## src/rtl/ibex_pkg.sv

```systemverilog
// Shared types for the instruction/data bus arbiter.
package ibex_pkg;

    typedef enum logic {
        ARB_INSTR = 1'b0,
        ARB_DATA  = 1'b1
    } arb_owner_e;

    typedef enum logic {
        ARB_IDLE   = 1'b0,
        ARB_LOCKED = 1'b1
    } arb_state_e;

endpackage

```

## src/rtl/ibex_arb_owner_fifo.sv

```systemverilog
// In-order FIFO of bus owners for granted transactions still waiting on a response.
module ibex_arb_owner_fifo
    import ibex_pkg::*;
#(
    parameter int unsigned Depth = 2,
    localparam int unsigned CntW = $clog2(Depth + 1)
) (
    input  logic            clk_i,
    input  logic            rst_ni,
    input  logic            push,
    input  arb_owner_e      push_owner,
    input  logic            pop,
    output logic            full,
    output logic            empty,
    output arb_owner_e      head,
    output logic [CntW-1:0] count
);

    localparam int unsigned PtrW = (Depth > 1) ? $clog2(Depth) : 1;

    arb_owner_e            mem_q [Depth];
    logic [PtrW-1:0]       wr_ptr_q, wr_ptr_d;
    logic [PtrW-1:0]       rd_ptr_q, rd_ptr_d;
    logic [CntW-1:0]       count_q, count_d;
    logic                  do_push, do_pop;

    function automatic logic [PtrW-1:0] next_ptr(input logic [PtrW-1:0] p);
        return (p == PtrW'(Depth - 1)) ? '0 : p + 1'b1;
    endfunction

    assign full    = (count_q == CntW'(Depth));
    assign empty   = (count_q == '0);
    assign head    = mem_q[rd_ptr_q];
    assign count   = count_q;
    assign do_push = push & ~full;
    assign do_pop  = pop & ~empty;

    always_comb begin
        wr_ptr_d = wr_ptr_q;
        rd_ptr_d = rd_ptr_q;
        count_d  = count_q;
        if (do_push) wr_ptr_d = next_ptr(wr_ptr_q);
        if (do_pop)  rd_ptr_d = next_ptr(rd_ptr_q);
        unique case ({do_push, do_pop})
            2'b10:   count_d = count_q + 1'b1;
            2'b01:   count_d = count_q - 1'b1;
            default: count_d = count_q;
        endcase
    end

    always_ff @(posedge clk_i or negedge rst_ni) begin
        if (!rst_ni) begin
            wr_ptr_q <= '0;
            rd_ptr_q <= '0;
            count_q  <= '0;
        end else begin
            wr_ptr_q <= wr_ptr_d;
            rd_ptr_q <= rd_ptr_d;
            count_q  <= count_d;
        end
    end

    always_ff @(posedge clk_i) begin
        if (do_push) mem_q[wr_ptr_q] <= push_owner;
    end

endmodule

```

## src/rtl/ibex_bus_arbiter.sv

```systemverilog
// Round-robin arbiter sharing one memory port between instruction fetch and LSU,
// holding the selection while a request waits for grant and routing responses in order.
module ibex_bus_arbiter
    import ibex_pkg::*;
#(
    parameter int unsigned MaxOutstanding = 2
) (
    input  logic        clk_i,
    input  logic        rst_ni,
    input  logic        instr_req_i,
    input  logic [31:0] instr_addr_i,
    output logic        instr_gnt_o,
    output logic        instr_rvalid_o,
    output logic        instr_err_o,
    output logic [31:0] instr_rdata_o,
    input  logic        data_req_i,
    input  logic        data_we_i,
    input  logic [3:0]  data_be_i,
    input  logic [31:0] data_addr_i,
    input  logic [31:0] data_wdata_i,
    output logic        data_gnt_o,
    output logic        data_rvalid_o,
    output logic        data_err_o,
    output logic [31:0] data_rdata_o,
    output logic        bus_req_o,
    output logic        bus_we_o,
    output logic [3:0]  bus_be_o,
    output logic [31:0] bus_addr_o,
    output logic [31:0] bus_wdata_o,
    input  logic        bus_gnt_i,
    input  logic        bus_rvalid_i,
    input  logic        bus_err_i,
    input  logic [31:0] bus_rdata_i
);

    localparam int unsigned CntW = $clog2(MaxOutstanding + 1);

    arb_state_e      state_q, state_d;
    arb_owner_e      lock_owner_q, lock_owner_d;
    arb_owner_e      last_owner_q, last_owner_d;
    arb_owner_e      sel, head;
    logic            sel_req, handshake, pop;
    logic            fifo_full, fifo_empty;
    logic [CntW-1:0] fifo_count;
    // Set by reset until the first new handshake: stray responses in this window
    // belong to transactions discarded by the reset.
    logic            stale_ok_q;

    always_comb begin
        sel = ARB_INSTR;
        if (state_q == ARB_LOCKED) begin
            sel = lock_owner_q;
        end else if (instr_req_i && data_req_i) begin
            sel = (last_owner_q == ARB_INSTR) ? ARB_DATA : ARB_INSTR;
        end else if (data_req_i) begin
            sel = ARB_DATA;
        end
    end

    assign sel_req   = (sel == ARB_INSTR) ? instr_req_i : data_req_i;
    // Gated on the registered count only, so a same-cycle response never frees a slot.
    assign bus_req_o = sel_req & ~fifo_full & rst_ni;
    assign handshake = bus_req_o & bus_gnt_i;

    assign bus_addr_o  = (sel == ARB_INSTR) ? instr_addr_i : data_addr_i;
    assign bus_we_o    = (sel == ARB_INSTR) ? 1'b0         : data_we_i;
    assign bus_be_o    = (sel == ARB_INSTR) ? 4'b1111      : data_be_i;
    assign bus_wdata_o = (sel == ARB_INSTR) ? 32'h0        : data_wdata_i;

    assign instr_gnt_o = handshake & (sel == ARB_INSTR);
    assign data_gnt_o  = handshake & (sel == ARB_DATA);

    assign pop            = bus_rvalid_i & ~fifo_empty & rst_ni;
    assign instr_rvalid_o = pop & (head == ARB_INSTR);
    assign data_rvalid_o  = pop & (head == ARB_DATA);
    assign instr_rdata_o  = bus_rdata_i;
    assign data_rdata_o   = bus_rdata_i;
    assign instr_err_o    = bus_err_i;
    assign data_err_o     = bus_err_i;

    always_comb begin
        state_d      = state_q;
        lock_owner_d = lock_owner_q;
        last_owner_d = last_owner_q;
        if (bus_req_o && !bus_gnt_i) begin
            state_d      = ARB_LOCKED;
            lock_owner_d = sel;
        end else if (handshake) begin
            state_d      = ARB_IDLE;
            last_owner_d = sel;
        end
    end

    always_ff @(posedge clk_i or negedge rst_ni) begin
        if (!rst_ni) begin
            state_q      <= ARB_IDLE;
            lock_owner_q <= ARB_INSTR;
            last_owner_q <= ARB_DATA;
            stale_ok_q   <= 1'b1;
        end else begin
            state_q      <= state_d;
            lock_owner_q <= lock_owner_d;
            last_owner_q <= last_owner_d;
            if (handshake) stale_ok_q <= 1'b0;
        end
    end

    ibex_arb_owner_fifo #(
        .Depth (MaxOutstanding)
    ) u_owner_fifo (
        .clk_i      (clk_i),
        .rst_ni     (rst_ni),
        .push       (handshake),
        .push_owner (sel),
        .pop        (pop),
        .full       (fifo_full),
        .empty      (fifo_empty),
        .head       (head),
        .count      (fifo_count)
    );

    a_known_sel: assert property (@(posedge clk_i) disable iff (!rst_ni)
        !$isunknown({state_q, lock_owner_q, last_owner_q, sel}));
    a_addr_stable: assert property (@(posedge clk_i) disable iff (!rst_ni)
        (state_q == ARB_LOCKED) |-> $stable(bus_addr_o));
    a_req_held: assert property (@(posedge clk_i) disable iff (!rst_ni)
        (state_q == ARB_LOCKED) |-> sel_req);
    a_no_rvalid_empty: assert property (@(posedge clk_i) disable iff (!rst_ni)
        bus_rvalid_i |-> (!fifo_empty || stale_ok_q));
    a_count_bound: assert property (@(posedge clk_i) disable iff (!rst_ni)
        fifo_count <= CntW'(MaxOutstanding));

endmodule

```

## config.mk

```make
export PLATFORM = sky130hd
export DESIGN_NAME = ibex_bus_arbiter
export DESIGN_NICKNAME = d
export VERILOG_FILES = /design/src/rtl/ibex_pkg.sv /design/src/rtl/ibex_arb_owner_fifo.sv /design/src/rtl/ibex_bus_arbiter.sv
export SDC_FILE = /design/constraint.sdc
export NUM_CORES = 1
export LEC_CHECK = 0
export BUFFER_PORTS_ARGS = -buffer_cell sky130_fd_sc_hd__buf_2
export CORE_AREA = 2 2 107 109
export CTS_CLUSTER_SIZE = 10
export DETAILED_ROUTE_END_ITERATION = 10
export DIE_AREA = 0 0 109 111
export HOLD_SLACK_MARGIN = 0.12
export PLACE_DENSITY_LB_ADDON = 0.1
export SLEW_MARGIN = 20
export SYNTH_ARGS = -nofsm -noshare
export SYNTH_HDL_FRONTEND = slang
export SYNTH_HIERARCHICAL = 1
export SYNTH_SLANG_ARGS = --single-unit
```

## constraint.sdc

```tcl
create_clock -name clk_i -period 2.27 [get_ports clk_i]
set_input_delay 0.227 -clock clk_i [delete_from_list [all_inputs] [get_ports clk_i]]
set_output_delay 0.227 -clock clk_i [all_outputs]
set_load 0.03 [all_outputs]
```

==> results of run 1 <==
-- stage by stage --
stage | utilization (%) | worst slack [ns] | std cells | power (W)
after floorplan | - | 0.434 | 193 | 0.00235
after global placement | 20.1 | 0.303 | 446 | 0.00274
after detailed placement | 20.1 | 0.285 | 446 | 0.00272
after CTS | 20.9 | 0.0601 | 451 | 0.00305
after global routing | 21.0 | 0.0100 | 451 | 0.00322
final | 21.0 | 0.130 | 451 | 0.00301
-- Yosys cell counts (all sizes together), types with 2 or more instances --
cell,number
a22o,2
mux2,33
clkbuf,2
nand2b,7
xnor2,3
nor2,4
edfxtp,2
and2,35
nor2b,3
o21ai,2
xor2,2
dfrtp,6
buf,71
inv,3
nand2,4
-- state kept, by name, indices dropped and copies added, names as in the netlist --
| register | count |
|---|---|
| state_q | 1 |
| u_owner_fifo/rd_ptr_q | 1 |
| lock_owner_q | 1 |
| last_owner_q | 1 |
| u_owner_fifo/wr_ptr_q | 1 |
| u_owner_fifo/mem_q | 2 |
| u_owner_fifo/count | 2 |
-- power groups by stage --
| stage | Combinational, W | Sequential, W | Clock, W |
|---|---|---|---|
| 6_report | 0.00237 | 0.000327 | 0.000312 |
| 5_1_grt | 0.00254 | 0.000341 | 0.000335 |
| 4_1_cts | 0.00240 | 0.000327 | 0.000321 |
| 3_5_place_dp | 0.00240 | 0.000327 | 0 |
| 3_3_place_gp | 0.00241 | 0.000327 | 0 |
| 2_1_floorplan | 0.00204 | 0.000312 | 0 |
-- layer usage --
layer,vias to the layer above,global-route usage (%)
met1,681,9.91
met5,-,0
met2,127,15.9
met4,0,1.37
met3,4,3.64
li1,792,-
-- how the worst max path moves through the flow --
stage               cells after the start                     to  slack [ns]
floorplan                               5            instr_gnt_o        0.43
global placement                        8  u_owner_fifo/count[1]        0.30
detailed placement                      8  u_owner_fifo/count[1]        0.29
CTS                                     7            instr_gnt_o        0.06
global route                            7            instr_gnt_o        0.01
finish                                  7            instr_gnt_o        0.13
-- cells in the final DEF (no fill, tap or decap), types with 3 or more instances in the layout --
master / count
buf_2: 179
and2_1: 35
mux2_2: 30
nand2b_1: 7
dfrtp_1: 6
nand2_1: 4
nor2_1: 4
mux2_1: 3
clkbuf_16: 3
xnor2_1: 3
-- area by class of cell --
cell class,count,area share [%]
Multi-Input combinational cell,108,37.7
Timing Repair Buffer,184,40.6
Sequential cell,9,10.2
Inverter,3,0.484
Tap cell,143,7.69
Clock buffer,4,3.39
-- worst register-to-register path, cell delays in order, from the launching register on --
cell and delay (ns):
dfrtp_1 0.39, nand2b_1 0.16, inv_1 0.07, and4b_1 0.27
a21boi_1 0.19, nand2_1 0.12, ha_1 0.34, nor2_1 0.13
xor2_1 0.15
-- logic make-up after synthesis --
kind of cell,count (synthesis)
adders and majority gates,1
buffers and inverters,76
AOI/OAI and AO/OA,7
muxes,34
xor gates and xnor gates,5
DFF,9
and+or+nand+nor,61
-- what timing repair did --
action                                 CTS  global route
hold buffers                             1             0
endpoints found under the hold margin    7             0
setup endpoints to repair                0             9
gates resized for setup                  0             4
==> metrics, run 1 <==
status=complete, no violations; final hold vios=0; GR Overflow Total=0; Initial Util=15.1%; slowest cell on the critical path=dlygate4sd3_1; Synth Area in Simple Gates=22.6%; internal power=0.00135 W; Filler Cell Count=1271; PortBufs=180; FMAX=467 MHz; Worst R2R Path Depth=8; Tot GR Track Use=8.91%; RePlAce Congestion=0.704; origin of the critical flop-to-flop path=u_owner_fifo/count[0]; largest family of logic cells by synthesized area=buffers and inverters; placed instance area=0.00223 mm^2; post-synthesis async set-or-reset flop share=77.8%; RSZ-0062 raised after global routing=false; clock power share=10.4%; synth top area cells=buf_4 (31%), mux2_2 (20%), and2_1 (13%); post-synthesis xor/xnor area fraction=2.62%; CP endpoint kind=output pin; remaining routing DRC violations=0; Yosys cell types=34; Routed Antenna Nets=0; H-Tree Depth=1; average wire per standard cell=13.1 um; Num CTS Buffers=3; Synth Area in Compound Gates=3.67%; Crit Path Max Fanout=10; largest net degree at the start of global routing=44; HP Class=in -> reg; Register Area=236 um^2; Pwr Density=1290 mW/mm^2; Met3 Wirelength=681 um; CP Launch Type=input pin; critical path cell sequence=dlygate4sd3_1, buf_2, buf_6, nand2b_1, or3b_2, nor2_1, clkbuf_4; Worst Path Arrival=1.91 ns; # IOs=280; max-cap violations=0; Die Y=111 um; Buf+Inv Stages, Crit Path=4; die area=0.0121 mm^2; first-pass GRT wire length=8360 um; hold_ws=0.287 ns; initial antenna violation count=0; vias in the first global route=1534; Post-synth EDFFs=2; Synth Area in Adders=0.749%; final setup TNS=0 ns; initial DRC count=22; Req. time, crit path=2.04 ns; layout cell share with drive strength beyond 1=72.1%; register share of total power=10.9%; mapped cell area=0.00167 mm^2; synth warn=6; Final Cycle Share=94.3%; multiplexer area fraction after synthesis=22.8%; area of the multi-input gates=877 um^2; combinational power share=78.8%; Slew headroom=63.2%; drt total wl=5890 um; Post-Syn Nets=334; FF+latch count, synth=9; Clock Skews=0.000486 ns; Synth top area share=30.6%; Crit path max-delay family=buffers and inverters; post-route cell area=0.00233 mm^2; total net switching power=0.00166 W; CTS tree=built; ant diodes=0; reg2reg end=u_owner_fifo/count[1]; final setup fails=0; Nets=450; Top FF cell, synth=dfrtp_1; Post-CTS Setup Bufs=0; Synth area leader=buf_4; leakage=1.27 nW; Rows=39; Seq/Total Area, Yosys=14.2%; worst slew pin tran=0.551 ns; maximum vdd drop=0.461 mV; CP peak stage delay=0.53 ns; max-slew violation count=0; Die Wd=109 um; clock tree sinks=9; HP Start=data_req_i; post-route met1 wirelength=2150 um; core area=0.0111 mm^2; Clock Tree Root=clkbuf_16; drt pass-1 iters=4; Met2 Wirelength=3040 um; vias after detailed routing=1604; CP startpoint=rst_ni; syn_area_per_cell=8.65 um^2; Worst-Skew Late Latency=0.23 ns; Worst Hold Path EP=state_q; hold path depth=3; WS Path Type=in -> out; Via-to-Cell Ratio=3.56; CTS max path bufs=2; highest metal used=met4; minimum clock period=2.14 ns; Post-Synthesis Cells=193; Reg clk slew, reported paths=0.04 ns; post-DP HPWL=5260 um; R2R setup slack=0.36 ns; Switching Fraction=55.1%; Area Overhead vs Synth=39.3%
Note: power is estimated with default switching activity, not from simulation.
==> inputs of run 2 (changes only) <==
--- a/config.mk
+++ b/config.mk
@@ -6,10 +6,13 @@
 export NUM_CORES = 1
 export LEC_CHECK = 0
 export BUFFER_PORTS_ARGS = -buffer_cell sky130_fd_sc_hd__buf_2
-export CORE_AREA = 2 2 107 109
+export CELL_PAD_IN_SITES_DETAIL_PLACEMENT = 1
+export CELL_PAD_IN_SITES_GLOBAL_PLACEMENT = 1
+export CORE_AREA = 2 2 109 111
 export CTS_CLUSTER_SIZE = 10
 export DETAILED_ROUTE_END_ITERATION = 10
-export DIE_AREA = 0 0 109 111
+export DIE_AREA = 0 0 111 113
+export GPL_TIMING_DRIVEN = 0
 export HOLD_SLACK_MARGIN = 0.12
 export PLACE_DENSITY_LB_ADDON = 0.1
 export SLEW_MARGIN = 20
==> run 2 against run 1 <==
  * Core utilization increased by 7.2 points
  * Clock skew increased by 0.0017 ns
  * Sequential power about the same
  * Flip-flop and latch count unchanged
  * Die area increased by 3.7%
  * Sequential share of layout area decreased by 2.7 points
  * Routed wire length increased by 35%
  * Worst hold slack improved by 0.019 ns
  * Combinational power increased by 17%
  * Global-route usage increased by 2.6 points
==> metrics, run 2 (synthesized netlist as in run 1, its figures left out) <==
vias in the first global route=2321 (was 1534); CTS max path bufs=2 (unchanged); core area=0.0113 mm^2 (was 0.0111 mm^2); remaining routing DRC violations=0 (unchanged); layout cell share with drive strength beyond 1=80.4% (was 72.1%); clock power share=9.1% (was 10.4%); critical path cell sequence=nand2_1, a22oi_4, buf_4, mux2_2, buf_2 (was dlygate4sd3_1, buf_2, buf_6, nand2b_1, or3b_2, nor2_1, clkbuf_4); final setup TNS=0 ns (unchanged); Nets=587 (was 450); FMAX=469 MHz (was 467 MHz); first-pass GRT wire length=11700 um (was 8360 um); # IOs=280 (unchanged); Filler Cell Count=1457 (was 1271); Slew headroom=73.5% (was 63.2%); largest net degree at the start of global routing=12 (was 44); Worst-Skew Late Latency=0.23 ns (about the same); hold_ws=0.306 ns (was 0.287 ns); final hold vios=0 (unchanged); die area=0.0125 mm^2 (was 0.0121 mm^2); Rows=39 (unchanged); area of the multi-input gates=881 um^2 (was 877 um^2); RSZ-0062 raised after global routing=false (unchanged); average wire per standard cell=13.5 um (was 13.1 um); Switching Fraction=55.4% (was 55.1%); Pwr Density=1070 mW/mm^2 (was 1290 mW/mm^2); clock tree sinks=9 (unchanged); Routed Antenna Nets=0 (unchanged); ant diodes=0 (unchanged); worst slew pin tran=0.395 ns (was 0.551 ns); PortBufs=246 (was 180); Tot GR Track Use=11.6% (was 8.91%); post-DP HPWL=7360 um (was 5260 um); Die Wd=111 um (was 109 um); reg2reg end=u_owner_fifo/count[1] (unchanged); hold path depth=3 (unchanged); HP Start=data_req_i (unchanged); CP peak stage delay=0.52 ns (was 0.53 ns); Initial Util=14.8% (was 15.1%); drt total wl=7960 um (was 5890 um); CP Launch Type=flop (was input pin); internal power=0.00152 W (was 0.00135 W); total net switching power=0.00189 W (was 0.00166 W); most common cell after layout, fill and taps aside=buf_2 (unchanged); WS Path Type=reg -> out (was in -> out); Req. time, crit path=2.04 ns (about the same); leakage=1.87 nW (was 1.27 nW); HP Class=in -> reg (unchanged); Via-to-Cell Ratio=3.66 (was 3.56); R2R setup slack=0.25 ns (was 0.36 ns); initial antenna violation count=1 (was 0); status=complete, no violations (unchanged); Register Area=236 um^2 (unchanged); max-slew violation count=0 (unchanged); Crit Path Max Fanout=10 (unchanged); H-Tree Depth=1 (unchanged); Final Cycle Share=93.9% (was 94.3%); CTS tree=built (unchanged); max-cap violations=0 (unchanged); origin of the critical flop-to-flop path=u_owner_fifo/count[0] (unchanged); maximum vdd drop=0.400 mV (was 0.461 mV); Worst Path Arrival=1.90 ns (was 1.91 ns); most frequent cells in the layout=buf_2 (247), buf_4 (69), and2_1 (35) (was buf_2 (179), and2_1 (35), mux2_2 (30)); Clock Skews=0.00217 ns (was 0.000486 ns); register share of total power=9.5% (was 10.9%); Area Overhead vs Synth=90.4% (was 39.3%); RePlAce Congestion=0.742 (was 0.704); Worst R2R Path Depth=8 (unchanged); minimum clock period=2.13 ns (was 2.14 ns); combinational power share=81.4% (was 78.8%); Num CTS Buffers=3 (unchanged); Buf+Inv Stages, Crit Path=2 (was 4); slowest cell on the critical path=dfstp_2 (was dlygate4sd3_1); Worst Hold Path EP=state_q (unchanged); GR Overflow Total=0 (unchanged); Crit path max-delay family=flip-flops (was buffers and inverters); initial DRC count=14 (was 22); drt pass-1 iters=2 (was 4); final setup fails=0 (unchanged); Clock Tree Root=clkbuf_16 (unchanged); Reg clk slew, reported paths=0.04 ns (about the same); CP endpoint kind=output pin (unchanged); Die Y=113 um (was 111 um); vias after detailed routing=2152 (was 1604)
==> run 2: cell types whose count changed in the layout (fill, tap and decap cells not counted), sizes merged <==
cell / change
buf: +136
clkbuf: +1
==> run 2: power groups by stage <==
| stage | Combinational [W] | Sequential [W] | Clock (W) |
|---|---|---|---|
| 6_report | 0.00278 | 0.000325 | 0.000310 |
| 5_1_grt | 0.00299 | 0.000339 | 0.000326 |
| 4_1_cts | 0.00283 | 0.000327 | 0.000321 |
| 3_5_place_dp | 0.00282 | 0.000328 | 0 |
| 3_3_place_gp | 0.00281 | 0.000326 | 0 |
| 2_1_floorplan | 0.00204 | 0.000312 | 0 |
==> run 2: stage by stage <==
step | total power [W] | instance area, um^2 | utilization (%) | setup WS, ns | cells
2_1_floorplan | 0.00235 | 1670 | - | 0.434 | 193
3_3_place_gp | 0.00314 | 3080 | 27.3 | 0.100 | 582
3_5_place_dp | 0.00315 | 3080 | 27.3 | 0.0520 | 582
4_1_cts | 0.00348 | 3170 | 28.1 | 0.0211 | 587
5_1_grt | 0.00366 | 3180 | 28.2 | 0.0162 | 588
6_report | 0.00342 | 3180 | 28.2 | 0.140 | 588
==> run 2: area by class of cell <==
| class | count | area share [%] |
|---|---|---|
| inverters | 3 | 0.354 |
| plain buffers | 73 | 17.2 |
| well taps | 143 | 5.63 |
| multi-input cells | 108 | 27.7 |
| repair buffers | 248 | 39.3 |
| flip-flops and latches | 9 | 7.44 |
| clock buffers | 4 | 2.48 |
==> run 2: metal layers <==
layer,vias up,track usage [%],share of wire [%]
li1,1064,-,-
met1,975,11.5,32
met2,111,24.3,59
met3,2,3.86,9.5
met4,0,0.250,0.10
met5,-,0,0
==> run 2: timing repair <==
action	in CTS	in global routing
endpoints found under the hold margin	7	0
endpoints found under the setup margin	0	17
gates resized for setup	0	2
hold buffers	1	0
buffers inserted	0	1
==> run 2: worst max path at each step <==
stage / from / endpoint / slack, ns / cells past startpoint
after floorplan: u_owner_fifo/count[0] / instr_gnt_o / 0.43 / 5
after global placement: u_owner_fifo/count[0] / u_owner_fifo/count[1] / 0.10 / 8
after detailed placement: u_owner_fifo/count[0] / u_owner_fifo/count[1] / 0.05 / 8
after CTS: last_owner_q / bus_addr_o[14] / 0.02 / 5
after global routing: last_owner_q / bus_addr_o[14] / 0.02 / 5
final: last_owner_q / bus_addr_o[14] / 0.14 / 5
==> run 2: worst register-to-register path: cells and delay by family (launching register included) <==
| kind | cells | cell delay, ns |
|---|---|---|
| DFF | 1 | 0.40 |
| buffers and inverters | 1 | 0.08 |
| and+or+nand+nor | 4 | 0.77 |
| xor gates and xnor gates | 1 | 0.15 |
| AOI/OAI and AO/OA | 1 | 0.21 |
| adders and majority gates | 1 | 0.34 |
